===== src/rtl/tri_pkg.sv =====
// rtl/tri_pkg.sv - shared types and constants for the triangle-from-sides block
// Holds the controller state enum and the default widths. CW is the width of a
// fixed-point coordinate magnitude (integer bits plus fractional bits).
package tri_pkg;

  localparam int W_DEFAULT    = 8;
  localparam int FRAC_DEFAULT = 4;
  localparam int CW           = W_DEFAULT + FRAC_DEFAULT;

  typedef enum logic [2:0] {
    IDLE  = 3'd0,
    CHECK = 3'd1,
    DIV   = 3'd2,
    SQRT  = 3'd3,
    DONE  = 3'd4
  } state_t;

endpackage


===== src/rtl/isqrt_seq.sv =====
// rtl/isqrt_seq.sv - bit-serial floor integer square root, one result bit per cycle
// Ports:
//   clk, rst_n : clock, asynchronous active-low reset
//   start      : one-cycle request; radicand is sampled and the first root bit
//                is resolved on this same edge
//   radicand   : 2*ROOT_W-bit unsigned operand
//   done       : one-cycle pulse, root is final from this cycle on
//   root       : floor(sqrt(radicand)), held until the next start
module isqrt_seq
  import tri_pkg::*;
#(
  parameter int ROOT_W = CW
) (
  input  logic                  clk,
  input  logic                  rst_n,
  input  logic                  start,
  input  logic [2*ROOT_W-1:0]   radicand,
  output logic                  done,
  output logic [ROOT_W-1:0]     root
);

  // Partial remainder never exceeds 2*root, so ROOT_W+1 bits hold it; the
  // accumulator gets two more bits for the incoming radicand pair.
  localparam int RMW  = ROOT_W + 3;
  localparam int CNTW = $clog2(ROOT_W) + 1;

  logic [RMW-3:0]        rem_q;
  logic [RMW-3:0]        rem_n;
  logic [ROOT_W-1:0]     root_q;
  logic [ROOT_W-1:0]     root_n;
  logic [2*ROOT_W-1:0]   sh_q;
  logic [CNTW-1:0]       cnt_q;
  logic                  busy_q;
  logic                  done_q;
  logic [1:0]            pair;
  logic [RMW-1:0]        acc;
  logic [RMW-1:0]        trial;
  logic                  take;

  always_comb begin
    pair  = start ? radicand[2*ROOT_W-1 -: 2] : sh_q[2*ROOT_W-1 -: 2];
    acc   = {(start ? {(RMW-2){1'b0}} : rem_q), pair};
    trial = {1'b0, (start ? {ROOT_W{1'b0}} : root_q), 2'b01};
    take  = (acc >= trial);
    rem_n = take ? (RMW-2)'(acc - trial) : acc[RMW-3:0];
    if (start) begin
      root_n = {{(ROOT_W-1){1'b0}}, take};
    end else begin
      root_n = {root_q[ROOT_W-2:0], take};
    end
  end

  always_ff @(posedge clk or negedge rst_n) begin
    if (!rst_n) begin
      rem_q  <= '0;
      root_q <= '0;
      sh_q   <= '0;
      cnt_q  <= '0;
      busy_q <= 1'b0;
      done_q <= 1'b0;
    end else if (start) begin
      rem_q  <= rem_n;
      root_q <= root_n;
      sh_q   <= {radicand[2*ROOT_W-3:0], 2'b00};
      cnt_q  <= CNTW'(1);
      busy_q <= 1'b1;
      done_q <= 1'b0;
    end else if (busy_q) begin
      rem_q  <= rem_n;
      root_q <= root_n;
      sh_q   <= {sh_q[2*ROOT_W-3:0], 2'b00};
      cnt_q  <= cnt_q + CNTW'(1);
      if (cnt_q == CNTW'(ROOT_W - 1)) begin
        busy_q <= 1'b0;
        done_q <= 1'b1;
      end
    end else begin
      done_q <= 1'b0;
    end
  end

  assign done = done_q;
  assign root = root_q;

endmodule


===== src/rtl/tri_from_sides.sv =====
// rtl/tri_from_sides.sv - rebuild triangle vertices from three side lengths
// Frame: A at origin, B on +x, C in the upper half-plane. Coordinates in Q(FRAC).
// Ports:
//   clk, rst_n              : clock, asynchronous active-low reset
//   in_valid/in_ready       : side triple handshake (side_a=BC, side_b=CA, side_c=AB)
//   out_valid/out_ready     : result handshake
//   bx  (signed)            : B.x = side_c << FRAC
//   cx  (signed)            : C.x = (b^2 + c^2 - a^2) / (2c), truncated toward zero
//   cy  (unsigned)          : C.y = floor(sqrt((b<<FRAC)^2 - cx^2))
//   err                     : triple violates the strict triangle inequality
module tri_from_sides
  import tri_pkg::*;
#(
  parameter int W    = W_DEFAULT,
  parameter int FRAC = FRAC_DEFAULT
) (
  input  logic                  clk,
  input  logic                  rst_n,
  input  logic                  in_valid,
  output logic                  in_ready,
  input  logic [W-1:0]          side_a,
  input  logic [W-1:0]          side_b,
  input  logic [W-1:0]          side_c,
  output logic                  out_valid,
  input  logic                  out_ready,
  output logic [W+FRAC:0]       bx,
  output logic [W+FRAC:0]       cx,
  output logic [W+FRAC-1:0]     cy,
  output logic                  err
);

  localparam int CWD  = W + FRAC;
  localparam int NW   = 2*W + 2;
  localparam int DW   = NW + FRAC;
  // |cx| < 16*b, so the quotient fits CWD bits and the top DW-CWD dividend
  // bits are already smaller than the divisor: they seed the remainder.
  localparam int RW   = DW - CWD + 1;
  localparam int CNTW = $clog2(CWD) + 1;

  state_t              state, state_n;
  logic [W-1:0]        ra, rb, rc;
  logic [RW-2:0]       rem_q;
  logic [CWD-1:0]      dq_q;    // dividend bits shift out the top, quotient bits in at the bottom
  logic [W:0]          dvs_q;
  logic                neg_q;
  logic [CNTW-1:0]     cnt_q;

  logic [W:0]          sab, sbc, sac;
  logic                tri_ok;
  logic [2*W-1:0]      aa, bb, cc;
  logic [NW-1:0]       num, mag;
  logic [DW-1:0]       dividend;
  logic [RW-1:0]       trial;
  logic                ge;
  logic [RW-2:0]       rem_n;
  logic [CWD-1:0]      quo_n;
  logic [CWD:0]        cx_fin;
  logic [CWD-1:0]      bq;
  logic [2*CWD-1:0]    bsq, qsq, radicand;
  logic                div_last;
  logic                sq_start;
  logic                sq_done;
  logic [CWD-1:0]      sq_root;

  always_comb begin
    sab    = {1'b0, ra} + {1'b0, rb};
    sbc    = {1'b0, rb} + {1'b0, rc};
    sac    = {1'b0, ra} + {1'b0, rc};
    tri_ok = (sab > {1'b0, rc}) && (sbc > {1'b0, ra}) && (sac > {1'b0, rb});

    aa       = {{W{1'b0}}, ra} * {{W{1'b0}}, ra};
    bb       = {{W{1'b0}}, rb} * {{W{1'b0}}, rb};
    cc       = {{W{1'b0}}, rc} * {{W{1'b0}}, rc};
    num      = {2'b00, bb} + {2'b00, cc} - {2'b00, aa};
    mag      = num[NW-1] ? -num : num;
    dividend = {mag, {FRAC{1'b0}}};

    trial    = {rem_q, dq_q[CWD-1]};
    ge       = (trial >= {2'b00, dvs_q});
    rem_n    = ge ? (RW-1)'(trial - {2'b00, dvs_q}) : trial[RW-2:0];
    quo_n    = {dq_q[CWD-2:0], ge};
    cx_fin   = neg_q ? -{1'b0, quo_n} : {1'b0, quo_n};

    // Radicand uses the final quotient directly so the root can start on the
    // same edge the last quotient bit resolves.
    bq       = {rb, {FRAC{1'b0}}};
    bsq      = {{CWD{1'b0}}, bq} * {{CWD{1'b0}}, bq};
    qsq      = {{CWD{1'b0}}, quo_n} * {{CWD{1'b0}}, quo_n};
    radicand = (bsq >= qsq) ? (bsq - qsq) : '0;

    div_last = (cnt_q == CNTW'(CWD - 1));
  end

  always_comb begin
    state_n   = state;
    in_ready  = 1'b0;
    out_valid = 1'b0;
    sq_start  = 1'b0;
    case (state)
      IDLE: begin
        in_ready = 1'b1;
        if (in_valid) state_n = CHECK;
      end
      CHECK: state_n = tri_ok ? DIV : DONE;
      DIV: begin
        if (div_last) begin
          sq_start = 1'b1;
          state_n  = SQRT;
        end
      end
      SQRT: begin
        if (sq_done) state_n = DONE;
      end
      DONE: begin
        out_valid = 1'b1;
        if (out_ready) state_n = IDLE;
      end
      default: state_n = IDLE;
    endcase
  end

  always_ff @(posedge clk or negedge rst_n) begin
    if (!rst_n) begin
      state <= IDLE;
      ra    <= '0;
      rb    <= '0;
      rc    <= '0;
      rem_q <= '0;
      dq_q  <= '0;
      dvs_q <= '0;
      neg_q <= 1'b0;
      cnt_q <= '0;
      bx    <= '0;
      cx    <= '0;
      cy    <= '0;
      err   <= 1'b0;
    end else begin
      state <= state_n;
      case (state)
        IDLE: begin
          if (in_valid) begin
            ra <= side_a;
            rb <= side_b;
            rc <= side_c;
          end
        end
        CHECK: begin
          if (!tri_ok) begin
            err <= 1'b1;
            bx  <= '0;
            cx  <= '0;
            cy  <= '0;
          end else begin
            err   <= 1'b0;
            bx    <= {1'b0, rc, {FRAC{1'b0}}};
            rem_q <= dividend[DW-1:CWD];
            dq_q  <= dividend[CWD-1:0];
            dvs_q <= {rc, 1'b0};
            neg_q <= num[NW-1];
            cnt_q <= '0;
          end
        end
        DIV: begin
          rem_q <= rem_n;
          dq_q  <= quo_n;
          cnt_q <= cnt_q + CNTW'(1);
          if (div_last) cx <= cx_fin;
        end
        SQRT: begin
          if (sq_done) cy <= sq_root;
        end
        default: ;
      endcase
    end
  end

  isqrt_seq #(
    .ROOT_W (CWD)
  ) u_isqrt (
    .clk      (clk),
    .rst_n    (rst_n),
    .start    (sq_start),
    .radicand (radicand),
    .done     (sq_done),
    .root     (sq_root)
  );

endmodule


===== config.mk =====
export PLATFORM = sky130hd
export DESIGN_NAME = tri_from_sides
export DESIGN_NICKNAME = d
export VERILOG_FILES = /design/src/rtl/tri_pkg.sv /design/src/rtl/isqrt_seq.sv /design/src/rtl/tri_from_sides.sv
export SDC_FILE = /design/constraint.sdc
export NUM_CORES = 1
export LEC_CHECK = 0
export ABC_AREA = 1
export CORE_AREA = 2 2 201 203
export DETAILED_ROUTE_END_ITERATION = 8
export DIE_AREA = 0 0 203 205
export HOLD_SLACK_MARGIN = 0.03
export PLACE_DENSITY = 0.75
export REMOVE_ABC_BUFFERS = 1
export SYNTH_ARGS = -nofsm -noshare
export SYNTH_HDL_FRONTEND = slang
export SYNTH_SLANG_ARGS = --single-unit

===== constraint.sdc =====
create_clock -name clk -period 8.9 [get_ports clk]
set_input_delay 2.67 -clock clk [delete_from_list [all_inputs] [get_ports clk]]
set_output_delay 2.67 -clock clk [all_outputs]
set_load 0.05 [all_outputs]

Yosys cells after proc, flatten, opt, wreduce, memory -nomap -nowiden
Index checks and enable logic that the tools add are counted.
Widths: inputs -> output; s select.

word-level totals
  register bits after elaboration = 158
  output and inout bits = 41

operators by class
  multiply operators = 5
  multiplexer cells = 47
  $lt $le $gt $ge = 6
  equal/unequal tests = 13
  reduce and logical (&&, ||, !) cells = 12
  $add $sub $neg = 12

operators by type and width
  kind              number
  $mux 12           8
  $mux 13           7
  $mux 24           3
  $mul 8x8->16      4
  $pmux 12 s2       2
  $add 8x8->9       3
  $gt 9x8->1        3
  $pmux 13 s2       1
  $ge 24x24->1      1
  $mul 12x12->24    1
  $sub 24x24->24    1
  $mux 10           2
  $pmux 10 s2       1
  $mux 18           1
  $neg 18->18       1
  $sub 17x16->18    1
  $add 16x16->17    1
  $ge 15x14->1      1
  $mux 3            5
  $mux 5            3
  $pmux 3 s5        1
  $neg 12->13       1
  $sub 13x13->13    1
  $ge 11x9->1       1
  18 further kinds  41

Longest topological paths before layout
Gate-level depths: netlist of run 1.

  word-level depth = 9
  gate-level depth with buffers = 59
  mapped depth without buffers = 58

Modules after synthesis
From an unflattened synthesis of run 1, not the netlist that was laid out.

unflattened totals
  cell total of the unflattened synthesis = 3116
  area, all modules = 23055.9 sq um

modules (own cells, without submodules)
  module          instances  area each (sq um)  cells each
  tri_from_sides  1          19606.3            2644
  isqrt_seq       1          3449.6             472

Worst setup path before layout of run 1
No wires, ideal clock.

  path type = reg2reg
  from = register rem_q[0]
  to = register u_isqrt.rem_q[12]
  buffers on the path = 1
  required time = 8.783 ns
  library setup time = 0.117 ns
  clock period less this slack = 9.219 ns
  cell stages (with the launch flop) = 53
  slack = -0.319 ns
  arrival time = 9.102 ns
  path through = dfrtp_1 > inv_1 > ha_1 > fa_1 > nand3b_1 > nand2_1 > nand2_2 > nand2_4 > nor2_8 > inv_1 > clkbuf_1 > nand2_1 > fa_1 > fa_1 > fa_1 > fa_1 > fa_1 > inv_1 > [... 17 more ...] > nand2_4 > clkinv_2 > nand2_2 > nand2_1 > inv_1 > ha_1 > o21ai_0 > a221oi_1 > inv_1 > a21oi_1 > nor2_1 > o21ai_0 > nand3_1 > xor2_1 > nand2_1 > nand2_1 > nand2_1 > nand2_1

on the way
  longest elaborated chain between the ends = 9

RTL lines
  what                                                   line                              text
  from (decl)                                            tri_from_sides.sv:42              logic [RW-2:0] rem_q;
  from (signal assigned)                                 tri_from_sides.sv:156             rem_q <= dividend[DW-1:CWD];
  from (signal assigned)                                 tri_from_sides.sv:164             rem_q <= rem_n;
  $ge 11x9->1 *                                          tri_from_sides.sv:79              ge = (trial >= {2'b00, dvs_q});
  $mul 12x12->24 *                                       tri_from_sides.sv:88              qsq = {{CWD{1'b0}}, quo_n} * {{CWD{1'b0}}, quo_n};
  $sub 24x24->24 / $ge 24x24->1 (equally long branches)  tri_from_sides.sv:89              radicand = (bsq >= qsq) ? (bsq - qsq) : '0;
  $mux 24 *                                              tri_from_sides.sv:89
  $mux 2 *                                               isqrt_seq.sv:41                   pair = start ? radicand[2*ROOT_W-1 -: 2] : sh_q[2*ROOT_W-1 -: 2];
  $sub 13x13->13 / $ge 15x14->1 (equally long branches)  isqrt_seq.sv:45, isqrt_seq.sv:44
  $mux 13 *                                              isqrt_seq.sv:45                   rem_n = take ? (RMW-2)'(acc - trial) : acc[RMW-3:0];
  $mux 13                                                isqrt_seq.sv:68                   end else if (busy_q) begin
  $mux 13 *                                              isqrt_seq.sv:61                   end else if (start) begin
  to (signal assigned)                                   isqrt_seq.sv:62                   rem_q <= rem_n;
  to (signal assigned)                                   isqrt_seq.sv:69                   rem_q <= rem_n;
  to (decl)                                              isqrt_seq.sv:27                   logic [RMW-3:0] rem_q;

Every way passes the cells marked *; elsewhere a longest branch is shown, timed or not. The select of a mux whose other input is x is not followed.
A chain may end at the register's enable or synchronous reset.

Final worst setup path of run 1
Same ends and word-level chain as after synthesis.

==> results of run 1 <==
==> routing by layer <==
metal | GRT usage [%] | routed length [um] | up-vias
met5 | 0 | 0 | -
met4 | 11.1 | 2100 | 0
met3 | 3.87 | 2590 | 139
met2 | 49.7 | 27300 | 492
met1 | 33.7 | 22900 | 8672
li1 | - | - | 8635
==> cell usage in the layout, fill, tap and decap left out, drive strengths merged, types with 8 or more instances in the layout <==
master	synthesis	routed
nand2	545	546
o221ai	8	8
a21oi	172	172
dfrtp	150	150
nor2	156	156
o21bai	12	12
clkbuf	68	19
o211ai	13	13
inv	618	624
buf	16	135
clkdlybuf4s50	0	62
ha	264	264
nor3	27	27
o21ai	119	119
clkinv	3	8
xnor2	39	39
xor2	75	75
nand3	99	99
fa	244	244
nand4	10	10
==> flip-flops by register name, indices dropped and copies added, names as in the netlist <==
| register | count |
|---|---|
| rb | 8 |
| u_isqrt.cnt_q | 5 |
| cnt_q | 5 |
| dq_q | 12 |
| rc | 8 |
| u_isqrt.sh_q | 21 |
| u_isqrt.busy_q | 1 |
| bx | 8 |
| cy | 12 |
| u_isqrt.rem_q | 13 |
| u_isqrt.root | 12 |
| state | 3 |
| ra | 8 |
| u_isqrt.done | 1 |
| dvs_q | 8 |
| cx | 13 |
| neg_q | 1 |
| err | 1 |
| rem_q | 10 |
==> metrics by stage <==
stage | setup TNS [ns] | instance area (um^2) | worst slack (ns) | power [uW]
5_1_grt | -1.71 | 24300 | -0.319 | 1480
2_1_floorplan | -0.913 | 21100 | -0.291 | 710
3_5_place_dp | -4.46 | 23200 | -0.505 | 740
3_3_place_gp | -1.71 | 23200 | -0.271 | 739
6_report | 0 | 24300 | 0.149 | 1440
4_1_cts | 0 | 23900 | 0.0135 | 1450
==> repair_timing <==
action	in CTS	in global routing
gates cloned	0	1
pin swaps	11	52
gates resized for setup	19	65
endpoints found under the setup margin	14	14
buffers inserted	8	16
==> power breakdown <==
part / switching [uW] / internal [uW]
logic: 28.3 / 16.0
clock network: 340 / 373
registers: 0 / 681
total: 368 / 1070
==> critical path, delay by kind of cell, from the launching register on <==
family                     cells  cell delay [ns]
AOI/OAI and AO/OA             12             2.12
xor gates and xnor gates       2             0.41
adders and majority gates     10             3.62
buffers and inverters          7             0.58
DFF                            1             0.37
and+or+nand+nor               21             1.55
==> worst max path at each step <==
stage | startpoint | to | cells past startpoint
floorplan | rem_q[0]$_DFFE_PN0P_ | u_isqrt.rem_q[12]$_DFFE_PN0P_ | 51
global placement | rem_q[0]$_DFFE_PN0P_ | u_isqrt.rem_q[12]$_DFFE_PN0P_ | 50
detailed placement | rem_q[0]$_DFFE_PN0P_ | u_isqrt.rem_q[12]$_DFFE_PN0P_ | 52
CTS | rem_q[0]$_DFFE_PN0P_ | u_isqrt.rem_q[12]$_DFFE_PN0P_ | 57
global route | rem_q[0]$_DFFE_PN0P_ | u_isqrt.rem_q[12]$_DFFE_PN0P_ | 52
finish | rem_q[0]$_DFFE_PN0P_ | u_isqrt.rem_q[12]$_DFFE_PN0P_ | 52
==> cells by family (layout without fill, tap and decap cells) <==
family	Yosys count	after routing	synth area share, %
simple gates	862	863	17.1
buf+inv	705	850	12.5
fa+ha+maj	508	508	38.2
compound gates	368	368	9.62
flops	150	150	17.5
xor+xnor	114	114	4.66
mux	5	5	0.257
other cells	2	6	0.0351
==> final cells by class <==
| cell class | instances | area [um^2] |
|---|---|---|
| Fill cell | 3435 | 15100 |
| Sequential cell | 150 | 3750 |
| Clock buffer | 19 | 443 |
| Multi-Input combinational cell | 1864 | 15300 |
| Tap cell | 525 | 657 |
| Inverter | 621 | 2340 |
| Timing Repair Buffer | 197 | 1660 |
| Clock inverter | 13 | 114 |
==> flow_metrics.py, run 1 <==
metrics = {
    "sta": {
        "setup_viol": 0,
        "drv_slew": 0,
        "hold_viol": 0,
        "fin_skew_ns": 0.0255,
        "max_clock_freq_mhz": 114,
        "period_share_pct": 98.3,
        "worstMarginPinSlew_ns": 1.08,
        "maxSlewHeadroom_pct": 27.4,
        "rsz0062_at_grt": "true",
        "holdWs_ns": 0.474,
        "min_period_ns": 8.75,
    },
    "clock_network": {
        "cts_sinks": 150,
        "cts_tree": "built",
        "htreeDepth": 4,
        "clockRootBuffer": "clkbuf_16",
        "numCtsBuffers": 17,
        "cts.path.max_buffers": 2,
        "path_clk_slew_ns": 0.07,
        "clock_latency_ns": 0.47,
        "cts-hold-fix-buffers": 0,
    },
    "synth": {
        "synth_cell_types": 62,
        "synth-edff-count": 0,
        "ys_ff_latch": 150,
        "synth_area_um2": 21400,
        "synthCells": 2714,
        "ys_seq_area_share_pct": 17.5,
        "ys_top_cells_by_area": "fa_1 (23%), dfrtp_1 (18%), ha_1 (15%)",
        "yosysMostFrequentCell": "inv_1",
        "ys_warn_count": 0,
        "synth_top_cell_by_area": "fa_1",
        "synthArstFlopShare_pct": 100,
        "ys.flop_type": "dfrtp_1",
        "synthDominantCellAreaShare_pct": 22.8,
        "synthTopCellsByCount": "inv_1 (615), nand2_1 (536), ha_1 (264), fa_1 (244), a21oi_1 (172)",
        "syn_avg_cell_area_um2": 7.89,
    },
    "routing": {
        "ant_nets": 0,
        "first_iter_violations": 1024,
        "wl_per_cell_um": 16.2,
        "routed_via_density": 5.29,
        "vias": 17900,
        "drt_first_pass_iters": 6,
        "wirelength_um": 54900,
        "drc": 0,
    },
    "job": {
        "cap_violations": 0,
    },
    "hold_path": {
        "hold_path_startpoint": "u_isqrt.rem_q[12]$_DFFE_PN0P_",
        "whs_path_depth": 2,
        "hold_class": "reg -> reg",
        "hold_path_end": "u_isqrt.rem_q[12]$_DFFE_PN0P_",
    },
    "grt": {
        "grt_pass1_wl_um": 92200,
        "grt_pass1_vias": 19200,
        "grt.total_usage_pct": 27.8,
        "grt-ovfl-total": 0,
        "grt_antenna_before_repair": 0,
        "grt_max_degree": 78,
    },
    "critical_path": {
        "cp_common_cell": "nand2_1",
        "cp.required_ns": 9.25,
        "max_stage_delay_ns": 0.59,
        "end_kind": "register",
        "cp_slowest_cell": "fa_2",
        "reg2reg_to": "u_isqrt.rem_q[12]$_DFFE_PN0P_",
        "rr_worst_depth": 52,
        "worst-endpoint-arrival_ns": 9.10,
        "start_kind": "register",
        "path_max_fanout": 2,
        "r2r_slack_ns": 0.15,
        "worst-setup-path-type": "reg -> reg",
        "r2r-start": "rem_q[0]$_DFFE_PN0P_",
    },
    "finish": {
        "instances_no_fill": 3389,
        "areaGrowthSynthToFinish_pct": 13.3,
        "fin_nets": 3387,
        "final_util_pct": 61.7,
        "num_antenna_cells": 0,
        "drive_gt1_share_pct": 9.64,
    },
    "die": {
        "start_util_pct": 54.4,
        "rows": 73,
        "core_area_um2": 39400,
        "die_w_um": 203,
        "die_area_um2": 41600,
        "die_h_um": 205,
        "ios": 69,
    },
    "power_and_ir_drop": {
        "p_leak_uw": 0.0131,
        "powerDensity_nw_per_um2": 59.3,
        "peakVddDrop_mv": 0.130,
    },
    "place": {
        "portBuffers": 63,
        "dp_hpwl_um": 44400,
        "dp_cells": 3332,
        "routabilityCongestion": 0.912,
    },
    "status": {
        "status": "complete, no violations",
    },
}
(Power assumes the default switching activity.)
==> inputs of run 2 (changes only) <==
Settings changed: CTS_BUF_LIST from default to sky130_fd_sc_hd__clkbuf_4.
==> flow_metrics.py, run 2 (synthesized netlist as in run 1, its figures left out) <==
metrics = {
    "finish": {
        "layout_common_cells": "inv_1 (607), nand2_1 (526), ha_1 (255), fa_1 (239), a21oi_1 (161)",
        "final_common_cell": "inv_1",
        "fillers": 3474,
        "top_register": "u_isqrt.sh_q",
        "fin_nets": 3389,
        "regArea_um2": 3750,
        "multiInputGateArea_um2": 15300,
        "drive_gt1_share_pct": 9.63,
        "final_util_pct": 61.0,
        "largest_registers": "u_isqrt.sh_q x21, cx x13, u_isqrt.rem_q x13",
        "largest_reg_flops": 21,
        "areaGrowthSynthToFinish_pct": 12.0,
    },
    "critical_path": {
        "cp_slowest_cell": "fa_2",
        "cp-startpoint": "rem_q[0]$_DFFE_PN0P_",
        "worst-setup-path-type": "reg -> reg",
        "max_stage_delay_ns": 0.59,
        "cp_common_cell": "nand2_1",
        "cp.required_ns": 9.43,
        "path_delay_family": "adder cells",
        "start_kind": "register",
        "worst-endpoint-arrival_ns": 9.32,
        "end_kind": "register",
        "path_max_fanout": 2,
        "r2r-start": "rem_q[0]$_DFFE_PN0P_",
        "cp_num_buf_inv": 7,
    },
    "sta": {
        "setup_viol": 0,
        "maxSlewHeadroom_pct": 31.1,
        "rsz0062_at_grt": "true",
        "max_clock_freq_mhz": 114,
        "drv_slew": 0,
        "worstMarginPinSlew_ns": 1.02,
        "period_share_pct": 98.7,
        "hold_viol": 0,
        "holdWs_ns": 0.491,
        "fin_skew_ns": 0.0511,
        "min_period_ns": 8.79,
    },
    "die": {
        "start_util_pct": 54.4,
        "rows": 73,
        "ios": 69,
        "die_h_um": 205,
        "die_w_um": 203,
        "die_area_um2": 41600,
        "core_area_um2": 39400,
    },
    "power_and_ir_drop": {
        "p_int_uw": 820,
        "p_leak_uw": 0.0130,
        "clkPwrFrac_pct": 37.0,
        "powerDensity_nw_per_um2": 48.0,
        "netSwitchingPower_uw": 332,
        "pwr-share-comb_pct": 3.8,
        "p_sw_share_pct": 28.8,
        "p_seq_share_pct": 59.2,
        "peakVddDrop_mv": 0.0698,
    },
    "job": {
        "cap_violations": 0,
    },
    "clock_network": {
        "clock_latency_ns": 0.66,
        "cts_tree": "built",
        "path_clk_slew_ns": 0.15,
        "clockRootBuffer": "clkbuf_4",
        "numCtsBuffers": 17,
        "htreeDepth": 4,
        "cts.path.max_buffers": 2,
        "cts_sinks": 150,
    },
    "routing": {
        "drc": 0,
        "drt_first_pass_iters": 5,
        "ant_nets": 0,
        "wirelength_um": 54600,
        "wl_per_cell_um": 16.1,
        "routed_via_density": 5.28,
        "vias": 17900,
        "first_iter_violations": 1010,
    },
    "hold_path": {
        "hold_class": "reg -> reg",
        "hold_path_startpoint": "u_isqrt.rem_q[12]$_DFFE_PN0P_",
    },
    "grt": {
        "grt.total_usage_pct": 27.6,
        "grt-ovfl-total": 0,
        "grt_max_degree": 78,
        "grt_antenna_before_repair": 1,
        "grt_pass1_vias": 19100,
        "grt_pass1_wl_um": 91600,
    },
    "place": {
        "routabilityCongestion": 0.912,
        "portBuffers": 63,
        "dp_hpwl_um": 44400,
    },
    "status": {
        "status": "complete, no violations",
    },
}
[run 2: timing repair]
| item | in CTS | in global routing |
|---|---|---|
| hold buffers | 0 | 0 |
| setup endpoints to repair | 14 | 14 |
| pin swaps | 11 | 57 |
| resized for setup | 21 | 66 |
| buffers inserted | 7 | 18 |
| cloned | 0 | 2 |
[run 2: per-layer routing]
layer	GRT usage [%]	wire length, um
met1	33.6	22600
met2	49.5	27100
met3	4.10	2840
met4	10.0	1980
met5	0	0
[run 2: path summary, 6_finish.rpt]
check	to	slack [ns]	cells after the start
worst max register to register	u_isqrt.rem_q[12]$_DFFE_PN0P_	0.11	52
max in group asynchronous	cx[10]$_DFFE_PN0P_	5.38	2
worst min-delay path	u_isqrt.rem_q[12]$_DFFE_PN0P_	0.49	2
worst max-delay path	u_isqrt.rem_q[12]$_DFFE_PN0P_	0.11	52
min in group asynchronous	ra[5]$_DFFE_PN0P_	2.07	1
worst min register to register	u_isqrt.rem_q[12]$_DFFE_PN0P_	0.49	2
[run 2: final cells by class]
| class | instances | area share, % |
|---|---|---|
| flip-flops and latches | 150 | 15.6 |
| inverters | 621 | 9.76 |
| multi-input cells | 1864 | 63.8 |
| diodes | 1 | 0.0104 |
| well taps | 525 | 2.74 |
| repair buffers | 199 | 7.02 |
| clock buffers | 18 | 0.563 |
| clock inverters | 14 | 0.490 |
[run 2: worst reg2reg max path: cells and delay by family, from the launching register on]
family	cells	cell delay, ns
flops	1	0.41
buf+inv	7	0.58
simple gates	21	1.56
fa+ha+maj	10	3.62
xor+xnor	2	0.40
compound gates	12	2.12
[run 2: through the flow]
step                      instances  worst slack (ns)  total power, uW  setup TNS (ns)  instance area, um^2
after floorplan                2634            -0.291              710          -0.913                21100
after global placement         3332            -0.271              739           -1.71                23200
after detailed placement       3332            -0.505              740           -4.46                23200
after CTS                      3371            0.0306             1170               0                23600
after global routing           3392            -0.336             1200           -1.49                24000
final                          3392             0.111             1150               0                24000
[run 2: power by group through the flow]
stage	Clock, uW	Sequential (uW)	Combinational (uW)
floorplan	0	695	15.3
detailed placement	0	694	45.5
global placement	0	694	44.8
finish	426	682	44.3
CTS	439	682	45.6
global route	464	682	49.7
==> inputs of run 3 (changes only) <==
Settings changed: MAX_ROUTING_LAYER from default to met4, RECOVER_POWER from default to 50.
==> flow_metrics.py, run 3 (synthesized netlist as in run 1, its figures left out) <==
metrics = {
    "clock_network": {
        "clockRootBuffer": "clkbuf_4",
        "cts_sinks": 150,
        "numCtsBuffers": 17,
        "clock_latency_ns": 0.67,
        "cts_tree": "built",
        "path_clk_slew_ns": 0.17,
        "cts-hold-fix-buffers": 0,
        "htreeDepth": 4,
        "cts.path.max_buffers": 2,
    },
    "place": {
        "routabilityCongestion": 0.964,
        "portBuffers": 63,
        "dp_hpwl_um": 44700,
    },
    "finish": {
        "largest_registers": "u_isqrt.sh_q x21, cx x13, u_isqrt.rem_q x13",
        "fillers": 3530,
        "multiInputGateArea_um2": 15200,
        "layout_common_cells": "inv_1 (609), nand2_1 (526), ha_1 (258), fa_1 (241), a21oi_1 (160)",
        "final_common_cell": "inv_1",
        "top_register": "u_isqrt.sh_q",
        "areaGrowthSynthToFinish_pct": 12.2,
        "drive_gt1_share_pct": 9.61,
        "regArea_um2": 3750,
        "fin_nets": 3394,
        "largest_reg_flops": 21,
    },
    "grt": {
        "grt_pass1_vias": 19000,
        "grt-ovfl-total": 0,
        "grt_antenna_before_repair": 2,
        "grt_pass1_wl_um": 92200,
        "grt.total_usage_pct": 28.8,
        "grt_max_degree": 79,
    },
    "sta": {
        "fin_skew_ns": 0.0381,
        "rsz0062_at_grt": "true",
        "period_share_pct": 98.7,
        "worstMarginPinSlew_ns": 4.33,
        "holdWs_ns": 0.488,
        "drv_slew": 202,
        "setup_viol": 0,
        "max_clock_freq_mhz": 114,
        "hold_viol": 0,
        "min_period_ns": 8.79,
        "maxSlewHeadroom_pct": -189,
    },
    "critical_path": {
        "end_kind": "register",
        "start_kind": "register",
        "r2r-start": "dvs_q[1]$_DFFE_PN0P_",
        "cp-startpoint": "dvs_q[1]$_DFFE_PN0P_",
        "cp_slowest_cell": "fa_2",
        "worst-endpoint-arrival_ns": 9.35,
        "cp_common_cell": "nand2_1",
        "path_max_fanout": 3,
        "worst-setup-path-type": "reg -> reg",
        "cp.required_ns": 9.46,
        "max_stage_delay_ns": 0.59,
    },
    "die": {
        "die_w_um": 203,
        "core_area_um2": 39400,
        "ios": 69,
        "start_util_pct": 54.4,
        "die_h_um": 205,
        "rows": 73,
        "die_area_um2": 41600,
    },
    "routing": {
        "first_iter_violations": 914,
        "drc": 0,
        "wl_per_cell_um": 16.2,
        "routed_via_density": 5.28,
        "ant_nets": 0,
        "wirelength_um": 55100,
        "vias": 17900,
        "drt_first_pass_iters": 7,
    },
    "status": {
        "status": "finished with violations",
        "failed_checks": "max-capacitance violations, max-slew violations",
    },
    "power_and_ir_drop": {
        "peakVddDrop_mv": 0.0758,
        "powerDensity_nw_per_um2": 49.8,
        "power_uw": 1200,
        "p_leak_uw": 0.0130,
    },
    "hold_path": {
        "hold_class": "reg -> reg",
        "hold_path_startpoint": "u_isqrt.cnt_q[3]$_DFFE_PN0P_",
    },
    "job": {
        "cap_violations": 3,
    },
}
==> run 3: layout make-up <==
cell class,count,area share (%)
Tap cell,525,2.73
Clock buffer,17,0.531
Inverter,621,9.72
Sequential cell,150,15.6
Antenna cell,3,0.0313
Multi-Input combinational cell,1863,63.5
Timing Repair Buffer,205,7.19
Clock inverter,15,0.687
==> run 3: stage by stage <==
stage                     util (%)  setup slack [ns]  instance area (um^2)  setup TNS, ns  instances
final                         61.0             0.114                 24000              0       3399
after global placement        59.0            -0.466                 23200          -5.39       3338
after detailed placement      59.0            -0.633                 23200          -7.95       3338
after global routing          61.0            -0.354                 24000          -2.74       3399
after CTS                     60.1           -0.0559                 23600        -0.0652       3378
after floorplan                  -            -0.291                 21100         -0.913       2634
==> run 3: where the power goes <==
| part | total (uW) | internal [uW] | switching, uW | leakage (uW) |
|---|---|---|---|---|
| combinational | 43.9 | 15.4 | 28.5 | 0.0110 |
| clock | 470 | 150 | 320 | 0.000151 |
| sequential | 682 | 682 | 0 | 0.00187 |
| total | 1200 | 847 | 349 | 0.0130 |
==> run 3: what timing repair did <==
| item | CTS | global route |
|---|---|---|
| pin swaps | 14 | 44 |
| setup buffers | 8 | 18 |
| gates resized for setup | 14 | 64 |
| endpoints found under the setup margin | 14 | 14 |
| gates cloned | 0 | 0 |
| endpoints found under the hold margin | 0 | 0 |
==> run 3: worst paths after layout <==
check	to	slack (ns)	cells after the start
max	u_isqrt.rem_q[12]$_DFFE_PN0P_	0.11	49
max reg2reg	u_isqrt.rem_q[12]$_DFFE_PN0P_	0.11	49
min in group asynchronous	ra[5]$_DFFE_PN0P_	3.52	1
min reg2reg	u_isqrt.cnt_q[3]$_DFFE_PN0P_	0.49	1
max in group asynchronous	cx[2]$_DFFE_PN0P_	1.78	2
min	u_isqrt.cnt_q[3]$_DFFE_PN0P_	0.49	1
==> run 3: worst max-delay path: cells and delay by family, from the launching register on <==
family	cells	cell delay (ns)
AO/OA/AOI/OAI	12	2.08
XOR/XNOR	2	0.34
adder cells (fa/ha/maj)	10	3.75
buffers and inverters	5	0.40
flip-flops	1	0.45
AND/OR/NAND/NOR	20	1.62
==> run 3: layer usage <==
layer	vias to the layer above	global-route usage (%)	wire [um]
li1	8655	-	-
met1	8767	34.7	23500
met2	403	49.8	27600
met3	121	3.39	2100
met4	0	10.3	1890
met5	-	-	0
